$ cat src/rtl/seg_scan.sv
// Three-digit multiplexed 7-segment driver with frame-synchronous digit updates,
// leading-zero blanking and frame-counted blinking.
module seg_scan #(
    parameter int SCAN_DIV     = 50000,
    parameter int BLINK_FRAMES = 250
) (
    input  logic       clk,
    input  logic       rst_n,
    input  logic [3:0] num_2,
    input  logic [3:0] num_1,
    input  logic [3:0] num_0,
    input  logic       load,
    input  logic       blink_en,
    output logic [6:0] seg,
    output logic [2:0] dig_sel,
    output logic       frame_done,
    output logic       upd_pending
);

    localparam int PW = (SCAN_DIV > 1) ? $clog2(SCAN_DIV) : 1;
    localparam int BW = (BLINK_FRAMES > 1) ? $clog2(BLINK_FRAMES) : 1;

    logic [PW-1:0] r_presc;
    logic [1:0]    r_idx;
    logic [3:0]    r_disp_2, r_disp_1, r_disp_0;
    logic [3:0]    r_pend_2, r_pend_1, r_pend_0;
    logic          r_upd;
    logic [BW-1:0] r_bcnt;
    logic          r_phase;
    logic [6:0]    r_seg;
    logic [2:0]    r_dig;

    logic          w_tick;
    logic          w_boundary;
    logic [3:0]    w_digit;
    logic          w_blank;
    logic [2:0]    w_dig;

    function automatic logic [6:0] f_decode(input logic [3:0] d);
        case (d)
            4'd0:    f_decode = 7'h40;
            4'd1:    f_decode = 7'h79;
            4'd2:    f_decode = 7'h24;
            4'd3:    f_decode = 7'h30;
            4'd4:    f_decode = 7'h19;
            4'd5:    f_decode = 7'h12;
            4'd6:    f_decode = 7'h02;
            4'd7:    f_decode = 7'h78;
            4'd8:    f_decode = 7'h00;
            4'd9:    f_decode = 7'h10;
            default: f_decode = 7'h3F;
        endcase
    endfunction

    assign w_tick      = (r_presc == PW'(SCAN_DIV - 1));
    assign w_boundary  = w_tick && (r_idx == 2'd2);
    assign frame_done  = w_boundary;
    assign upd_pending = r_upd;
    assign seg         = r_seg;
    assign dig_sel     = r_dig;

    always_ff @(posedge clk or negedge rst_n) begin
        if (!rst_n) begin
            r_presc <= '0;
            r_idx   <= 2'd0;
        end else if (w_tick) begin
            r_presc <= '0;
            r_idx   <= (r_idx == 2'd2) ? 2'd0 : r_idx + 2'd1;
        end else begin
            r_presc <= r_presc + PW'(1);
        end
    end

    // A load landing on the boundary bypasses pending so it is never a frame late.
    always_ff @(posedge clk or negedge rst_n) begin
        if (!rst_n) begin
            r_disp_2 <= 4'd0;
            r_disp_1 <= 4'd0;
            r_disp_0 <= 4'd0;
            r_pend_2 <= 4'd0;
            r_pend_1 <= 4'd0;
            r_pend_0 <= 4'd0;
            r_upd    <= 1'b0;
        end else if (w_boundary) begin
            if (load) begin
                r_disp_2 <= num_2;
                r_disp_1 <= num_1;
                r_disp_0 <= num_0;
            end else if (r_upd) begin
                r_disp_2 <= r_pend_2;
                r_disp_1 <= r_pend_1;
                r_disp_0 <= r_pend_0;
            end
            r_upd <= 1'b0;
        end else if (load) begin
            r_pend_2 <= num_2;
            r_pend_1 <= num_1;
            r_pend_0 <= num_0;
            r_upd    <= 1'b1;
        end
    end

    always_ff @(posedge clk or negedge rst_n) begin
        if (!rst_n) begin
            r_bcnt  <= '0;
            r_phase <= 1'b1;
        end else if (!blink_en) begin
            r_bcnt  <= '0;
            r_phase <= 1'b1;
        end else if (w_boundary) begin
            if (r_bcnt == BW'(BLINK_FRAMES - 1)) begin
                r_bcnt  <= '0;
                r_phase <= ~r_phase;
            end else begin
                r_bcnt <= r_bcnt + BW'(1);
            end
        end
    end

    always_comb begin
        w_digit = r_disp_0;
        w_blank = 1'b0;
        w_dig   = 3'b110;
        case (r_idx)
            2'd1: begin
                w_digit = r_disp_1;
                w_blank = (r_disp_2 == 4'd0) && (r_disp_1 == 4'd0);
                w_dig   = 3'b101;
            end
            2'd2: begin
                w_digit = r_disp_2;
                w_blank = (r_disp_2 == 4'd0);
                w_dig   = 3'b011;
            end
            default: ;
        endcase
    end

    always_ff @(posedge clk or negedge rst_n) begin
        if (!rst_n) begin
            r_seg <= 7'h7F;
            r_dig <= 3'b111;
        end else if (blink_en && !r_phase) begin
            r_seg <= 7'h7F;
            r_dig <= 3'b111;
        end else begin
            r_seg <= w_blank ? 7'h7F : f_decode(w_digit);
            r_dig <= w_dig;
        end
    end

endmodule

$ cat config.mk
export PLATFORM = sky130hd
export DESIGN_NAME = seg_scan
export DESIGN_NICKNAME = d
export VERILOG_FILES = /design/src/rtl/seg_scan.sv
export SDC_FILE = /design/constraint.sdc
export NUM_CORES = 1
export LEC_CHECK = 0
export CORE_MARGIN = 5
export CORE_UTILIZATION = 55
export DETAILED_ROUTE_END_ITERATION = 12
export PLACE_DENSITY = 0.86
export SYNTH_ARGS = -nofsm -noshare
export SYNTH_HDL_FRONTEND = slang
export SYNTH_SLANG_ARGS = --single-unit
$ cat constraint.sdc
create_clock -name clk -period 3.6 [get_ports clk]
set_input_delay 0.72 -clock clk [delete_from_list [all_inputs] [get_ports clk]]
set_output_delay 0.72 -clock clk [all_outputs]
set_load 0.005 [all_outputs]
==> impl_metrics.py, run 1 <==
metrics = {
    "critical_path": {
        "startpoint_type": "register",
        "critPathTopFamily": "simple AND/OR/NAND/NOR gates",
        "critical_path.max_fanout": 5,
        "arrival_ps": 2380,
        "worst-setup-path-type": "register to output port",
        "path_buf_inv": 1,
        "timing.rr.start": "r_presc[4]",
        "worstPathRequired_ps": 2880,
        "reg2reg_depth": 5,
        "r2r_slack_ps": 1300,
        "crit_chain": "or4b_1 > nor4_4 > clkdlybuf4s50_1",
        "slowest_delay_ps": 700,
        "r2r_end": "r_pend_0[1]",
        "worstSetupEndpointType": "output port",
        "crit_path_top_delay_cell": "or4b_1",
    },
    "clock_network": {
        "cts_max_level": 3,
        "clk_root_buffer_cell": "clkbuf_8",
        "ctsHoldBuffers": 0,
        "post_cts_resize_count": 0,
        "clk_pin_slew_worst_paths_ps": 70,
        "cts_max_path_buffers": 2,
        "post_cts_buffers": 0,
        "clock-sinks": 62,
        "clock_latency_ps": 340,
        "cts_tree": "built",
        "cts_buffers": 9,
    },
    "routing": {
        "vias": 2154,
        "firstDrtPassIters": 4,
        "ant_nets": 0,
        "drtIter0Drc": 84,
        "routed_wl_um": 5646,
        "wl_per_cell_um": 14.51,
        "vias_per_cell": 5.537,
        "drc": 0,
    },
    "global_route": {
        "first_global_vias": 2074,
        "grt_usage_pct": 17.15,
        "grt_pass1_wl_um": 9749,
        "grt-ovfl-total": 0,
        "antenna_found_initial": 0,
        "grt_start_max_net_pins": 41,
    },
    "placement": {
        "gp_congestion": 0.8668,
        "dp_hpwl_um": 3982,
        "portBuffers": 27,
    },
    "finish": {
        "num_antenna_cells": 0,
        "nets": 338,
        "final_cell_mix": "51 x dfrtp_1, 37 x nand2_1, 26 x o21ai_0, 26 x clkdlybuf4s50_1, 20 x nor2_1",
        "drive_gt1_share_pct": 15.46,
        "area_growth_pct": 19.24,
        "final_common_cell": "dfrtp_1",
    },
    "logic_synthesis": {
        "synth_cell_types": 42,
        "synth_ff_type": "dfrtp_1",
        "yosys-top-cells-area": "dfrtp_1 42%, dfstp_2 9.5%, mux2_4 4.9%",
        "synthArstFlopShare_pct": 100.0,
        "synth_edf_count": 0,
        "seq_area_frac_synth_pct": 51.42,
        "yosys_warnings": 0,
        "synthCells": 280,
        "ys_seq_elements": 62,
        "synth_fp_nets": 306,
        "netlist.area_leader.share_pct": 41.92,
        "syn-cell-area_um2": 3044,
        "synth.largest_area_cell": "dfrtp_1",
        "syn_area_per_cell_um2": 10.87,
    },
    "timing": {
        "setup_violations": 0,
        "fin_hold_ws_ps": 343.7,
        "period_share_pct": 86.21,
        "slew_violations": 0,
        "fin_setup_tns_ps": 0,
        "min_period_ps": 3104,
        "max_freq_ghz": 0.3222,
        "clock_skew_ps": 10.33,
        "rsz0062_at_grt": "false",
        "worst_slew_pin_slew_ps": 835.4,
        "hold_violations": 0,
        "relSlewSlack_pct": 43.83,
    },
    "pwr": {
        "vdd_drop_max_mv": 0.2901,
        "p_int_w": 0.001283,
        "switching_share_pct": 19.57,
        "p_sw_w": 0.0003123,
        "power_frac_comb_pct": 4.9,
        "seqPwrFrac_pct": 45.0,
        "p_per_area_nw_per_um2": 439.6,
        "clkPwrFrac_pct": 50.1,
        "p_leak_nw": 1.636,
    },
    "outcome": {
        "status": "finished, final reports clean",
    },
    "floorplanning": {
        "core-area_um2": 5439,
        "initial_core_util_pct": 55.97,
        "dieWidth_um": 84.40,
        "io_pins": 28,
        "rows": 27,
        "die_h_um": 84.40,
        "fp.dieArea_um2": 7123,
    },
    "min_path": {
        "hold_path.class": "input pin to asynchronous set/reset pin",
    },
    "job": {
        "cap_violations": 0,
    },
}
[metal layers]
layer | GRT usage [%] | routed length (um) | vias up | part of all wire (%)
li1 | - | - | 1059 | -
met1 | 22.07 | 2604 | 1010 | 46
met2 | 26.76 | 2625 | 72 | 46
met3 | 4.416 | 281 | 13 | 5.0
met4 | 8.921 | 134 | 0 | 2.4
met5 | 0 | 0 | - | 0
[power groups by stage]
stage          clock network (W)  registers [W]   logic, W
3_5_place_dp                   0       0.000731  0.0000792
6_report                0.000799       0.000718  0.0000785
5_1_grt                 0.000844       0.000719  0.0000871
2_1_floorplan                  0       0.000728  0.0000425
3_3_place_gp                   0       0.000729  0.0000777
4_1_cts                 0.000808       0.000718  0.0000801
[kinds of logic after synthesis]
| kind of cell | share of synthesized area, % |
|---|---|
| DFF | 51.42 |
| adders and majority gates | 4.110 |
| and+or+nand+nor | 17.63 |
| xor gates and xnor gates | 3.740 |
| buffers and inverters | 2.877 |
| AOI/OAI and AO/OA | 9.947 |
| muxes | 10.28 |
[metrics by stage]
| stage | instances | total power [W] | area, um2 | setup WS [ps] | util, % |
|---|---|---|---|---|---|
| after floorplan | 280 | 0.0007709 | 3044 | 1477 | - |
| after global placement | 373 | 0.0008071 | 3368 | 867.5 | 61.93 |
| after detailed placement | 373 | 0.0008097 | 3368 | 836.3 | 61.93 |
| after CTS | 389 | 0.001606 | 3630 | 468.6 | 66.74 |
| after global routing | 389 | 0.001650 | 3630 | 401.5 | 66.74 |
| final | 389 | 0.001596 | 3630 | 496.5 | 66.74 |
[state kept, by name (all words and copies together), names as in the netlist, 3 cells and up]
signal	cells
r_presc	16
r_bcnt	8
seg	7
r_disp_0	4
r_disp_1	4
r_disp_2	4
r_pend_0	4
r_pend_1	4
r_pend_2	4
dig_sel	3
[worst max-delay path by stage]
stage | start | endpoint | cells past startpoint
floorplan | r_presc[11] | frame_done | 2
global placement | r_presc[11] | frame_done | 3
detailed placement | r_presc[11] | frame_done | 3
CTS | r_presc[11] | frame_done | 3
global route | r_presc[11] | frame_done | 3
finish | r_presc[11] | frame_done | 3
[cell usage after synthesis (4+ instances only)]
master,count
nand2_1,37
mux2i_1,14
xnor2_1,6
inv_1,9
o31ai_1,5
nand3_1,14
dfrtp_1,51
clkbuf_1,5
nor2_1,20
a21oi_1,4
xor2_1,7
nand4_1,4
mux2_4,10
ha_1,10
dfstp_2,11
o21ai_0,26
nor3_1,5
[layout make-up]
class                           instances  area [um2]
Fill cell                             394        1809
Sequential cell                        62        1565
Clock buffer                           10       127.6
Tap cell                               72       90.09
Inverter                                9       33.78
Clock inverter                          6       133.9
Multi-Input combinational cell        200        1391
Timing Repair Buffer                   30       287.8
No activity file was read; power rests on OpenSTA's default activity.
==> run 2: changes to the inputs <==
--- a/config.mk
+++ b/config.mk
@@ -7,6 +7,7 @@
 export LEC_CHECK = 0
 export CORE_MARGIN = 5
 export CORE_UTILIZATION = 55
+export CTS_CLUSTER_SIZE = 8
 export DETAILED_ROUTE_END_ITERATION = 12
 export PLACE_DENSITY = 0.86
 export SYNTH_ARGS = -nofsm -noshare
==> results of run 2 <==
The final DEF is identical to that of run 1; final timing and power are the same.
==> run 3: changes to the inputs <==
--- a/config.mk
+++ b/config.mk
@@ -10,6 +10,7 @@
 export CTS_CLUSTER_SIZE = 8
 export DETAILED_ROUTE_END_ITERATION = 12
 export PLACE_DENSITY = 0.86
+export REMOVE_ABC_BUFFERS = 1
 export SYNTH_ARGS = -nofsm -noshare
 export SYNTH_HDL_FRONTEND = slang
 export SYNTH_SLANG_ARGS = --single-unit
==> run 3 against run 2 <==
  * Global-route usage is 0.44 points higher
  * Worst setup slack improved by 19 ps
  * Register-to-register slack hardly changed
  * Design area is 1.3% lower
  * Via count rose by 0.37%
  * Clock power is 17% lower
  * Sequential share of layout area rose by 0.56 points
==> impl_metrics.py, run 3 (synthesized netlist as in run 1, its figures left out) <==
metrics = {
    "finish": {
        "fill_cells": 409,
        "num_antenna_cells": 0,
        "largest_reg_flops": 16,
        "stdcell_count": 389,
        "final_cell_mix": "51 x dfrtp_1, 37 x nand2_1, 26 x o21ai_0, 26 x clkdlybuf4s50_1, 20 x nor2_1",
        "largest-register": "r_presc",
        "area_growth_pct": 17.71,
        "nets": 338,
        "drive_gt1_share_pct": 15.14,
        "final_common_cell": "dfrtp_1",
    },
    "routing": {
        "routed_wl_um": 5624,
        "ant_nets": 0,
        "wl_per_cell_um": 14.46,
        "drc": 0,
        "drtIter0Drc": 130,
        "firstDrtPassIters": 4,
        "vias_per_cell": 5.558,
        "vias": 2162,
    },
    "pwr": {
        "p_per_area_nw_per_um2": 407.8,
        "p_leak_nw": 1.616,
        "vdd_drop_max_mv": 0.2403,
    },
    "global_route": {
        "grt_usage_pct": 17.59,
        "grt_pass1_wl_um": 10030,
        "grt-ovfl-total": 0,
        "antenna_found_initial": 0,
        "first_global_vias": 2141,
        "grt_start_max_net_pins": 36,
    },
    "critical_path": {
        "worst-setup-path-type": "register to output port",
        "worstSetupEndpointType": "output port",
        "arrival_ps": 2360,
        "reg2reg_depth": 5,
        "critical_path.max_fanout": 5,
        "slowest_delay_ps": 690,
        "startpoint_type": "register",
        "timing.rr.start": "r_presc[5]",
        "path_buf_inv": 1,
        "r2r_end": "r_pend_0[0]",
        "r2r_slack_ps": 1310,
        "crit_chain": "or4b_1 > nor4_4 > clkdlybuf4s50_1",
        "worstPathRequired_ps": 2880,
        "critPathTopFamily": "simple AND/OR/NAND/NOR gates",
        "crit_path_top_delay_cell": "or4b_1",
    },
    "placement": {
        "portBuffers": 27,
        "dp_hpwl_um": 3841,
        "post-place-ws_ps": 859.9,
        "gp_congestion": 0.8650,
        "place_inst": 373,
    },
    "floorplanning": {
        "core-area_um2": 5439,
        "die_h_um": 84.40,
        "rows": 27,
        "initial_core_util_pct": 55.97,
        "dieWidth_um": 84.40,
        "io_pins": 28,
        "fp.dieArea_um2": 7123,
    },
    "clock_network": {
        "clk_pin_slew_worst_paths_ps": 70,
        "clock-sinks": 62,
        "ctsHoldBuffers": 0,
        "clock_latency_ps": 340,
        "post_cts_resize_count": 0,
        "post_cts_buffers": 0,
        "cts_max_level": 3,
        "cts_tree": "built",
        "clk_root_buffer_cell": "clkbuf_8",
        "cts_buffers": 9,
        "cts_max_path_buffers": 2,
    },
    "timing": {
        "clock_skew_ps": 11.08,
        "max_freq_ghz": 0.3243,
        "slew_violations": 0,
        "hold_violations": 0,
        "period_share_pct": 85.67,
        "rsz0062_at_grt": "false",
        "min_period_ps": 3084,
        "setup_violations": 0,
        "fin_hold_ws_ps": 453.5,
        "relSlewSlack_pct": 45.96,
        "timing.final.ws_setup_ps": 516.0,
        "worst_slew_pin_slew_ps": 788.0,
        "fin_setup_tns_ps": 0,
    },
    "outcome": {
        "status": "finished, final reports clean",
    },
    "job": {
        "cap_violations": 0,
    },
    "min_path": {
        "hold_path.class": "input pin to asynchronous set/reset pin",
    },
}
## run 3: cell types whose count changed in the layout (fill, tap and decap cells not counted)
cell / change
bufinv_16: -2
clkbuf_1: +1
clkbuf_8: +1
clkinv_2: +1
clkinv_4: -1
## run 3: power by group
part / switching, W / internal [W] / leakage (nW)
registers: 0.00000728 / 0.000711 / 0.780
logic: 0.0000358 / 0.0000426 / 0.726
clock network: 0.000258 / 0.000407 / 0.110
total: 0.000301 / 0.00116 / 1.62
## run 3: worst max-delay path by stage
stage                           start          end  slack [ps]  cells past startpoint
after floorplan            r_presc[4]  r_pend_0[0]        1220                      5
after global placement    r_presc[11]   frame_done         870                      3
after detailed placement  r_presc[11]   frame_done         860                      3
after CTS                 r_presc[11]   frame_done         500                      3
after global routing      r_presc[11]   frame_done         400                      3
final                     r_presc[11]   frame_done         520                      3
## run 3: cell type report
type / instances / area (um2) / area share, %
Clock buffer: 12 / 145.1 / 4.050
Multi-Input combinational cell: 200 / 1391 / 38.83
Clock inverter: 4 / 70.07 / 1.955
Sequential cell: 62 / 1565 / 43.68
Timing Repair Buffer: 30 / 287.8 / 8.031
Inverter: 9 / 33.78 / 0.9427
Tap cell: 72 / 90.09 / 2.514
## run 3: per-layer routing
layer | global-route usage (%) | vias up | part of all wire, %
met5 | 0 | - | 0
met4 | 8.201 | 0 | 2.5
met3 | 5.005 | 16 | 4.9
met2 | 27.19 | 57 | 47
met1 | 22.99 | 1037 | 46
li1 | - | 1052 | -
## run 3: stage by stage
| step | cell area [um2] | total power [W] | utilization (%) |
|---|---|---|---|
| global route | 3583 | 0.001519 | 65.88 |
| global placement | 3368 | 0.0008075 | 61.93 |
| CTS | 3583 | 0.001472 | 65.88 |
| finish | 3583 | 0.001461 | 65.88 |
| floorplan | 2990 | 0.0007649 | - |
| detailed placement | 3368 | 0.0008093 | 61.93 |
